## src/rtl/ex_stage.sv

```systemverilog
// Execute stage of the RV32 pipeline: single-cycle ALU, 32-cycle shift-add MUL,
// ex_mem pipeline registers, and a back-pressure stall to decode.
module ex_stage #(
  parameter int unsigned XLEN       = 32,
  parameter int unsigned MUL_CYCLES = 32
) (
  input  logic            clk,
  input  logic            res_n,
  input  logic            id_valid,
  input  logic [XLEN-1:0] id_ex0,
  input  logic [XLEN-1:0] id_ex1,
  input  logic [XLEN-1:0] id_ex_store,
  input  logic [4:0]      id_ex_rd,
  input  logic [7:0]      id_ex_control,
  output logic            ex_stall,
  output logic [XLEN-1:0] ex_mem_result,
  output logic [XLEN-1:0] ex_mem_store,
  output logic [4:0]      ex_mem_rd,
  output logic            ex_mem_write,
  output logic            ex_mem_read,
  output logic            ex_mem_regwrite,
  output logic            ex_mem_valid
);

  localparam int unsigned SH_W  = $clog2(XLEN);
  localparam int unsigned CNT_W = $clog2(MUL_CYCLES);
  localparam logic [CNT_W-1:0] CNT_LAST = CNT_W'(MUL_CYCLES - 1);

  localparam logic [3:0] OP_ADD   = 4'd0;
  localparam logic [3:0] OP_SUB   = 4'd1;
  localparam logic [3:0] OP_SLL   = 4'd2;
  localparam logic [3:0] OP_SLT   = 4'd3;
  localparam logic [3:0] OP_SLTU  = 4'd4;
  localparam logic [3:0] OP_XOR   = 4'd5;
  localparam logic [3:0] OP_SRL   = 4'd6;
  localparam logic [3:0] OP_SRA   = 4'd7;
  localparam logic [3:0] OP_OR    = 4'd8;
  localparam logic [3:0] OP_AND   = 4'd9;
  localparam logic [3:0] OP_MUL   = 4'd10;
  localparam logic [3:0] OP_PASSB = 4'd11;

  typedef enum logic {S_IDLE = 1'b0, S_BUSY = 1'b1} state_t;

  state_t            state_q, state_d;
  logic [CNT_W-1:0]  cnt_q, cnt_d;
  logic [XLEN-1:0]   mcand_q, mcand_d;
  logic [XLEN-1:0]   mplier_q, mplier_d;
  logic [XLEN-1:0]   acc_q, acc_d;
  logic [XLEN-1:0]   mul_store_q, mul_store_d;
  logic [4:0]        mul_rd_q, mul_rd_d;
  logic              mul_wr_q, mul_wr_d;
  logic              mul_rdm_q, mul_rdm_d;
  logic              mul_rw_q, mul_rw_d;

  logic [XLEN-1:0]   result_q, result_d;
  logic [XLEN-1:0]   store_q, store_d;
  logic [4:0]        rd_q, rd_d;
  logic              wr_q, wr_d;
  logic              rdm_q, rdm_d;
  logic              rw_q, rw_d;
  logic              valid_q, valid_d;

  logic [3:0]        op;
  logic [SH_W-1:0]   sh;
  logic              rw_eff;
  logic [XLEN-1:0]   alu_res;
  logic [XLEN-1:0]   acc_sum;
  logic              stall_c;
  logic              ctrl_unused;

  assign op          = id_ex_control[3:0];
  assign sh          = id_ex1[SH_W-1:0];
  assign rw_eff      = id_ex_control[6] & (id_ex_rd != 5'd0);
  assign ctrl_unused = id_ex_control[7];

  // Single-cycle ALU; MUL and undefined opcodes yield zero here.
  always_comb begin
    alu_res = '0;
    case (op)
      OP_ADD:   alu_res = id_ex0 + id_ex1;
      OP_SUB:   alu_res = id_ex0 - id_ex1;
      OP_SLL:   alu_res = id_ex0 << sh;
      OP_SLT:   alu_res = {{(XLEN-1){1'b0}}, $signed(id_ex0) < $signed(id_ex1)};
      OP_SLTU:  alu_res = {{(XLEN-1){1'b0}}, id_ex0 < id_ex1};
      OP_XOR:   alu_res = id_ex0 ^ id_ex1;
      OP_SRL:   alu_res = id_ex0 >> sh;
      OP_SRA:   alu_res = XLEN'($signed(id_ex0) >>> sh);
      OP_OR:    alu_res = id_ex0 | id_ex1;
      OP_AND:   alu_res = id_ex0 & id_ex1;
      OP_PASSB: alu_res = id_ex1;
      default:  alu_res = '0;
    endcase
  end

  // Next-state: bubble by default; result/store/rd hold unless overwritten.
  always_comb begin
    state_d     = state_q;
    cnt_d       = cnt_q;
    mcand_d     = mcand_q;
    mplier_d    = mplier_q;
    acc_d       = acc_q;
    mul_store_d = mul_store_q;
    mul_rd_d    = mul_rd_q;
    mul_wr_d    = mul_wr_q;
    mul_rdm_d   = mul_rdm_q;
    mul_rw_d    = mul_rw_q;
    result_d    = result_q;
    store_d     = store_q;
    rd_d        = rd_q;
    wr_d        = 1'b0;
    rdm_d       = 1'b0;
    rw_d        = 1'b0;
    valid_d     = 1'b0;
    stall_c     = 1'b0;
    acc_sum     = acc_q + (mplier_q[0] ? mcand_q : '0);
    case (state_q)
      S_IDLE: begin
        if (id_valid) begin
          if (op == OP_MUL) begin
            stall_c     = 1'b1;
            mcand_d     = id_ex0;
            mplier_d    = id_ex1;
            acc_d       = '0;
            cnt_d       = '0;
            mul_store_d = id_ex_store;
            mul_rd_d    = id_ex_rd;
            mul_wr_d    = id_ex_control[4];
            mul_rdm_d   = id_ex_control[5];
            mul_rw_d    = rw_eff;
            state_d     = S_BUSY;
          end else begin
            result_d = alu_res;
            store_d  = id_ex_store;
            rd_d     = id_ex_rd;
            wr_d     = id_ex_control[4];
            rdm_d    = id_ex_control[5];
            rw_d     = rw_eff;
            valid_d  = 1'b1;
          end
        end
      end
      S_BUSY: begin
        acc_d    = acc_sum;
        mcand_d  = mcand_q << 1;
        mplier_d = mplier_q >> 1;
        cnt_d    = cnt_q + CNT_W'(1);
        if (cnt_q == CNT_LAST) begin
          result_d = acc_sum;
          store_d  = mul_store_q;
          rd_d     = mul_rd_q;
          wr_d     = mul_wr_q;
          rdm_d    = mul_rdm_q;
          rw_d     = mul_rw_q;
          valid_d  = 1'b1;
          state_d  = S_IDLE;
        end else begin
          stall_c = 1'b1;
        end
      end
      default: state_d = S_IDLE;
    endcase
  end

  always_ff @(posedge clk or negedge res_n) begin
    if (!res_n) begin
      state_q     <= S_IDLE;
      cnt_q       <= '0;
      mcand_q     <= '0;
      mplier_q    <= '0;
      acc_q       <= '0;
      mul_store_q <= '0;
      mul_rd_q    <= '0;
      mul_wr_q    <= 1'b0;
      mul_rdm_q   <= 1'b0;
      mul_rw_q    <= 1'b0;
      result_q    <= '0;
      store_q     <= '0;
      rd_q        <= '0;
      wr_q        <= 1'b0;
      rdm_q       <= 1'b0;
      rw_q        <= 1'b0;
      valid_q     <= 1'b0;
    end else begin
      state_q     <= state_d;
      cnt_q       <= cnt_d;
      mcand_q     <= mcand_d;
      mplier_q    <= mplier_d;
      acc_q       <= acc_d;
      mul_store_q <= mul_store_d;
      mul_rd_q    <= mul_rd_d;
      mul_wr_q    <= mul_wr_d;
      mul_rdm_q   <= mul_rdm_d;
      mul_rw_q    <= mul_rw_d;
      result_q    <= result_d;
      store_q     <= store_d;
      rd_q        <= rd_d;
      wr_q        <= wr_d;
      rdm_q       <= rdm_d;
      rw_q        <= rw_d;
      valid_q     <= valid_d;
    end
  end

  // Stall is masked during reset so a held MUL on the inputs cannot assert it.
  assign ex_stall        = res_n & stall_c;
  assign ex_mem_result   = result_q;
  assign ex_mem_store    = store_q;
  assign ex_mem_rd       = rd_q;
  assign ex_mem_write    = wr_q;
  assign ex_mem_read     = rdm_q;
  assign ex_mem_regwrite = rw_q;
  assign ex_mem_valid    = valid_q;

endmodule
```

## config.mk

```make
export PLATFORM = sky130hd
export DESIGN_NAME = ex_stage
export DESIGN_NICKNAME = d
export VERILOG_FILES = /design/src/rtl/ex_stage.sv
export SDC_FILE = /design/constraint.sdc
export NUM_CORES = 1
export LEC_CHECK = 0
export ABC_AREA = 1
export CORE_AREA = 2 2 132 262
export CTS_CLUSTER_DIAMETER = 100
export DETAILED_ROUTE_END_ITERATION = 8
export DIE_AREA = 0 0 134 264
export GPL_TIMING_DRIVEN = 0
export HOLD_SLACK_MARGIN = 0.06
export PLACE_DENSITY_LB_ADDON = 0.1
export SLEW_MARGIN = 40
export SYNTH_ARGS = -nofsm -noshare
export SYNTH_HDL_FRONTEND = slang
export SYNTH_SLANG_ARGS = --single-unit
```

## constraint.sdc

```tcl
create_clock -name clk -period 6.3 [get_ports clk]
set_clock_uncertainty 0.05 [all_clocks]
set_input_delay 1.26 -clock clk [delete_from_list [all_inputs] [get_ports clk]]
set_output_delay 1.26 -clock clk [all_outputs]
set_load 0.02 [all_outputs]
```

==> summary.md, run 1 <==
Clock tree synthesis inserted a total of 17 buffers. The run gives 1.61 as the placer congestion estimate. The count of port buffers added during placement was 184; the number of clock sinks was 215. The first error in the log reads "[ERROR GRT-0116] Global routing finished with congestion. Check the congestion regions in the DRC Viewer". The tools report the number of global-route vias before repair as 30,612. Measured along the y axis, the die boundary spans 264 µm. The die boundary width came out at 134 µm.

The top cell type's share of synthesized area works out to 25.1%. Gates resized during post-CTS repair numbered 0. The synthesized netlist devotes 40.6% of its cell area to simple gates.

Across every metal layer, demand over resource in global routing totals 75.1%. For the initial cell density of the core, the log shows 64.2%. The tools report the maximum count of clock buffers along a single path as 3. The floorplan has 95 rows. By area, the combinational part of the netlist is dominated by simple AND/OR/NAND/NOR gates. The flow did not finish.

Largest net degree at the start of global routing: 80. The most used flip-flop cell after synthesis was sky130_fd_sc_hd__dfrtp_1. For the number of buffers added to fix hold violations after cts, the log shows 0. The flow stopped in global routing. For this run the aggregate overflow at the end of global routing stands at 726.

The cell count after synthesis came out at 3,542. Count of flip-flops with a built-in enable after synthesis: 0. For this run, asynchronously set or reset flops after synthesis account for 100%. The synthesized flop and latch total was 215.

The buffer count from post-CTS setup fixing was 0. During synthesis, Yosys emitted a total of 0 warnings. The tools report the netlist area before placement as 21,400 µm². Yosys attributes the largest share of cell area to sky130_fd_sc_hd__dfrtp_1 (25%), sky130_fd_sc_hd__nand2_1 (19%), sky130_fd_sc_hd__nand3_1 (11%). Of the total synthesized cell area, the portion taken by full adders, half adders and majority gates is 8.27%.

After synthesis, flip-flops and latches occupy 25.1% of the total area. Yosys mapped the design onto 48 distinct sky130hd cell types. Dividing the synthesized area by the synthesized cell count gives 6.05 µm².

The xor/xnor cell area share of the yosys netlist was 0.0817%. Of the post-synthesis cell area, the part taken by muxes is 0%. The leading area contributor after synthesis is sky130_fd_sc_hd__dfrtp_1. The tools report the estimated wirelength of the detail-placed design as 81,800 µm. For this design the top-level I/O count stands at 186. The tools report the net count after synthesis as 3,794. The root buffer cell was sky130_fd_sc_hd__clkbuf_16. The first global-routing pass estimated 206,000 µm of wire. The run gives 1 as the CTS H-tree depth. Summing the areas of all compound-gate instances in the mapped netlist gives 14.3% of the synthesized area.

The run gives 682 ps as the pre-CTS setup slack.
==> layer usage <==
layer,GRT usage (%),GRT overflow
met4,77.3,253
met5,32.8,1
met2,95.1,452
met1,71.9,11
met3,56.5,9
==> synthesized netlist by cell type (all sizes together), types with 2 or more instances <==
library cell  instances
nor2                366
nand2              1119
a22o                  3
o22ai                28
a31oi                 2
o21a                  2
clkbuf               58
xor2                  2
or2                   5
a21o                  8
fa                    3
o31ai                37
a22oi                37
and3                  4
nand4                41
nand3               490
nand3b                7
ha                  137
and2                  7
o21ai               136
o211ai               93
o221ai                4
dfrtp               215
o21bai               11
nor4                  3
inv                 432
a21oi               133
nor3                 35
a21boi                4
buf                 111
clkinv                5
==> logic make-up after synthesis <==
kind of cell,after synthesis
flip-flops,215
buffers and inverters,606
adder cells (fa/ha/maj),140
AND/OR/NAND/NOR,2079
AO/OA/AOI/OAI,500
XOR/XNOR,2
==> per-stage QoR <==
stage                     cells  util, %  area, µm²  hold slack, ps  TNS (ps)
after global placement     4162     71.3      23800             413  -1016190
after floorplan            3542        -      21400             403         0
after CTS                  4194     73.2      24400             436         0
after detailed placement   4164     71.5      23900             418         0
==> run 2: changes to the inputs <==
==> config.mk (replaced) <==
export PLATFORM = sky130hd
export DESIGN_NAME = ex_stage
export DESIGN_NICKNAME = d
export VERILOG_FILES = /design/src/rtl/ex_stage.sv
export SDC_FILE = /design/constraint.sdc
export NUM_CORES = 1
export LEC_CHECK = 0
export ABC_AREA = 1
export CORE_AREA = 2 2 235 237
export DETAILED_ROUTE_END_ITERATION = 8
export DIE_AREA = 0 0 237 239
export GPL_TIMING_DRIVEN = 0
export PLACE_DENSITY_LB_ADDON = 0.15
export SLEW_MARGIN = 40
export SYNTH_ARGS = -nofsm -noshare
export SYNTH_HDL_FRONTEND = slang
export SYNTH_SLANG_ARGS = --single-unit
==> summary.md, run 2 <==
The run finished with clean final reports. Number of nets in the finished design: 4,009. The number of global-route vias before repair came out at 24,041. The number of distinct library cell variants in the gate-level netlist after synthesis came out at 48 (unchanged). The power per standard cell area is 303 nW/µm², and the placer congestion estimate is 1.06 (-34%).

The logs give 0 for the count of final hold-check violations and 0 (unchanged) for the number of buffers added to fix hold violations after cts. The fraction of the yosys area taken by sequential cells was 25.1% (unchanged). The mean area per synthesized cell was 6.05 µm² (unchanged); the core area was 54,300 µm².

The post-detailed-placement cell area is 24,300 µm² (+1.5%). The buffer count from post-CTS setup fixing was 0 (unchanged). Setup repair after global routing left no endpoint under its margin.

In the layout the commonest cells are sky130_fd_sc_hd__nand2_1 (1,113), sky130_fd_sc_hd__nand3_1 (490), sky130_fd_sc_hd__inv_1 (426), sky130_fd_sc_hd__nor2_1 (358), sky130_fd_sc_hd__dfrtp_1 (215). The routed via count divided by cell count came out at 5.71. The logs give 26 (+9) for the number of buffers created by CTS and 0 for the count of unresolved DRC violations after routing. Vertical die dimension: 239 µm (-9.5%). The initial cell density of the core was 39.5% (-25 points).

For the static leakage, the log shows 13.0 nW. TritonCTS built the clock tree. The measured slew at the worst slew-check pin is 957 ps, and the maximum fanout along the worst path is 10. The endpoint required time on the critical path is 4990 ps, and the remaining number of nets flagged by the antenna check after routing is 0. The initial antenna violation count was 0. The final period utilization is 88.6%, and the aggregate global routing overflow is 0.

For the CTS H-tree depth, the log shows 1 (unchanged). The routed layout has 25,574 vias. The final setup violation count was 0; the maximum count of clock buffers along a single path was 3 (unchanged).

The repair_antennas step left the layout with diodes totalling 0. Traced cell by cell, the critical path runs through clkdlybuf4s50_1, inv_1, nand2_2, nor2_1, nand2_1, inv_1, nor2_1, buf_2, buf_2, nor3b_1, clkdlybuf4s50_1. The count of flip-flops with a built-in enable after synthesis came out at 0 (unchanged). STA classifies the critical path startpoint as an input pin.

The clock slew at the register clock pins of the worst setup and hold paths was 60 ps. The largest net degree at the start of global routing was 69. For this run, the total global-route usage over all layers was measured as 37.5%. The floorplan step defined a die boundary enclosing 56,600 µm². The post-cts sizing count came out at 0 (unchanged).

The design draws 7.60 mW. Measured against its own limit, the worst slew margin works out to 36.2%. The estimated wirelength of the detail-placed design came out at 89,200 µm (+9.0%). The relative area change from synthesis to final layout was 17.2%. The most common cell after layout, fill and taps aside was sky130_fd_sc_hd__nand2_1.

Data on the critical path arrives at its endpoint at 4270 ps. Utilization of the core after routing: 46.2%. For this run, the leading register cell type out of synthesis is sky130_fd_sc_hd__dfrtp_1.

The top cell type's share of synthesized area came out at 25.1% (unchanged). Ranked by instance count, the synthesized netlist is headed by sky130_fd_sc_hd__nand2_1 (1,113), sky130_fd_sc_hd__nand3_1 (490), sky130_fd_sc_hd__inv_1 (426). Cell with the largest stage delay on the worst path: sky130_fd_sc_hd__clkdlybuf4s50_1. The total of warnings raised by yosys was 0 (unchanged); the top achievable clock speed was 179 MHz. The placed instance count came out at 4,433 (+6.5%). Clock latency on the worst-skew pair, taken at its later pin, is 560 ps.

Most instantiated library cell after synthesis: sky130_fd_sc_hd__nand2_1. The final critical delay including setup and external delays is 5580 ps, and the net count after synthesis is 3,794 (unchanged). The tools report the netlist area before placement as 21,400 µm² (unchanged). The number of rows in the core area was 86 (-9.5%). Of all cell types, the one taking the most synthesized area is sky130_fd_sc_hd__dfrtp_1. The start-to-end type of the worst setup path was in2out.

In this run the worst hold path is classified as reg2reg. VDD sags by at most 180 µV. Share of flip-flops with an asynchronous set or reset after synthesis: 100% (unchanged). Delay of the slowest cell on the worst path: 630 ps.

Max-cap violations in this run came to 0. The count of non-filler cells in the finished layout is 4,480, and the global-route wire length before repair is 156,000 µm. The die boundary width is 237 µm (+77%), and the routed length per placed instance is 24.2 µm. The final number of max-transition violations is 0.

The synthesized flop and latch total works out to 215 (unchanged). The root buffer cell is sky130_fd_sc_hd__clkbuf_16. The critical path capture point type was an output pin. The logs give 186 (unchanged) for the number of ports placed on the die boundary and 25,100 µm² for the post-route standard cell area excluding fillers.

The final layout contains routed wiring with a total length of 108,000 µm. The run gives 215 (unchanged) as the number of clock sinks. The instance count of the mapped netlist is 3,542 (unchanged), and the DRC marker count from the first detailed-route iteration is 2,752. Cells with a size suffix above 1 make up 4.71% of the layout. The first detailed-routing pass took 6 iterations. In the post-synthesis netlist, the biggest area contributors are sky130_fd_sc_hd__dfrtp_1 (25%), sky130_fd_sc_hd__nand2_1 (19%), sky130_fd_sc_hd__nand3_1 (11%). Count of port buffers added during placement: 184 (unchanged).
run 2: cell counts after synthesis:
No cell type changed its count.
run 2: path summary, 6_finish.rpt:
path	startpoint	endpoint	slack, ps	cells past startpoint
worst max-delay path	id_ex_control[0]	ex_stall	720	11
worst min register to register	ex_mem_store[12]	ex_mem_store[12]	430	2
worst max register to register	mplier_q[0]	ex_mem_result[19]	2900	15
min in group asynchronous	res_n	acc_q[3]	510	1
max in group asynchronous	res_n	ex_mem_store[20]	4720	3
worst min-delay path	ex_mem_store[12]	ex_mem_store[12]	430	2
run 2: cells by family after synthesis:
group | synth area share, %
XOR/XNOR | 0.0817
AND/OR/NAND/NOR | 40.6
buffers and inverters | 11.7
flip-flops | 25.1
AO/OA/AOI/OAI | 14.3
adder cells (fa/ha/maj) | 8.27
run 2: final cells by class:
type / count / area (µm²)
Multi-Input combinational cell: 2721 / 13600
Clock buffer: 38 / 756
Clock inverter: 9 / 114
Tap cell: 704 / 881
Timing Repair Buffer: 187 / 1930
Fill cell: 5947 / 29200
Buffer: 169 / 863
Inverter: 437 / 1650
Sequential cell: 215 / 5380
run 2: critical path: cells and delay by family:
kind                   cells  cell delay [ps]
AND/OR/NAND/NOR            5             1050
buffers and inverters      6             1950
run 2: metrics by stage:
step           setup TNS (ps)  setup WS [ps]  hold WS [ps]
2_1_floorplan               0           2380           403
3_3_place_gp         -1184720          -5550           413
3_5_place_dp                0            688           417
4_1_cts                     0            745           430
5_1_grt                     0            559           449
6_report                    0            717           427
run 2: power breakdown:
group          switching (mW)  internal, mW  total [mW]
clock                   0.622         0.913        1.53
combinational            2.50          1.33        3.83
sequential              0.316          1.92        2.24
run 2: routing by layer:
layer	global-route usage (%)	share of wire, %	wire length [µm]	vias up
met1	47.1	40	43700	12021
met4	23.9	7.3	7940	0
li1	-	-	-	12001
met5	0	0	0	-
met3	4.01	7.0	7560	335
met2	61.7	45	49100	1217
Power figures use the tool's default switching activity.
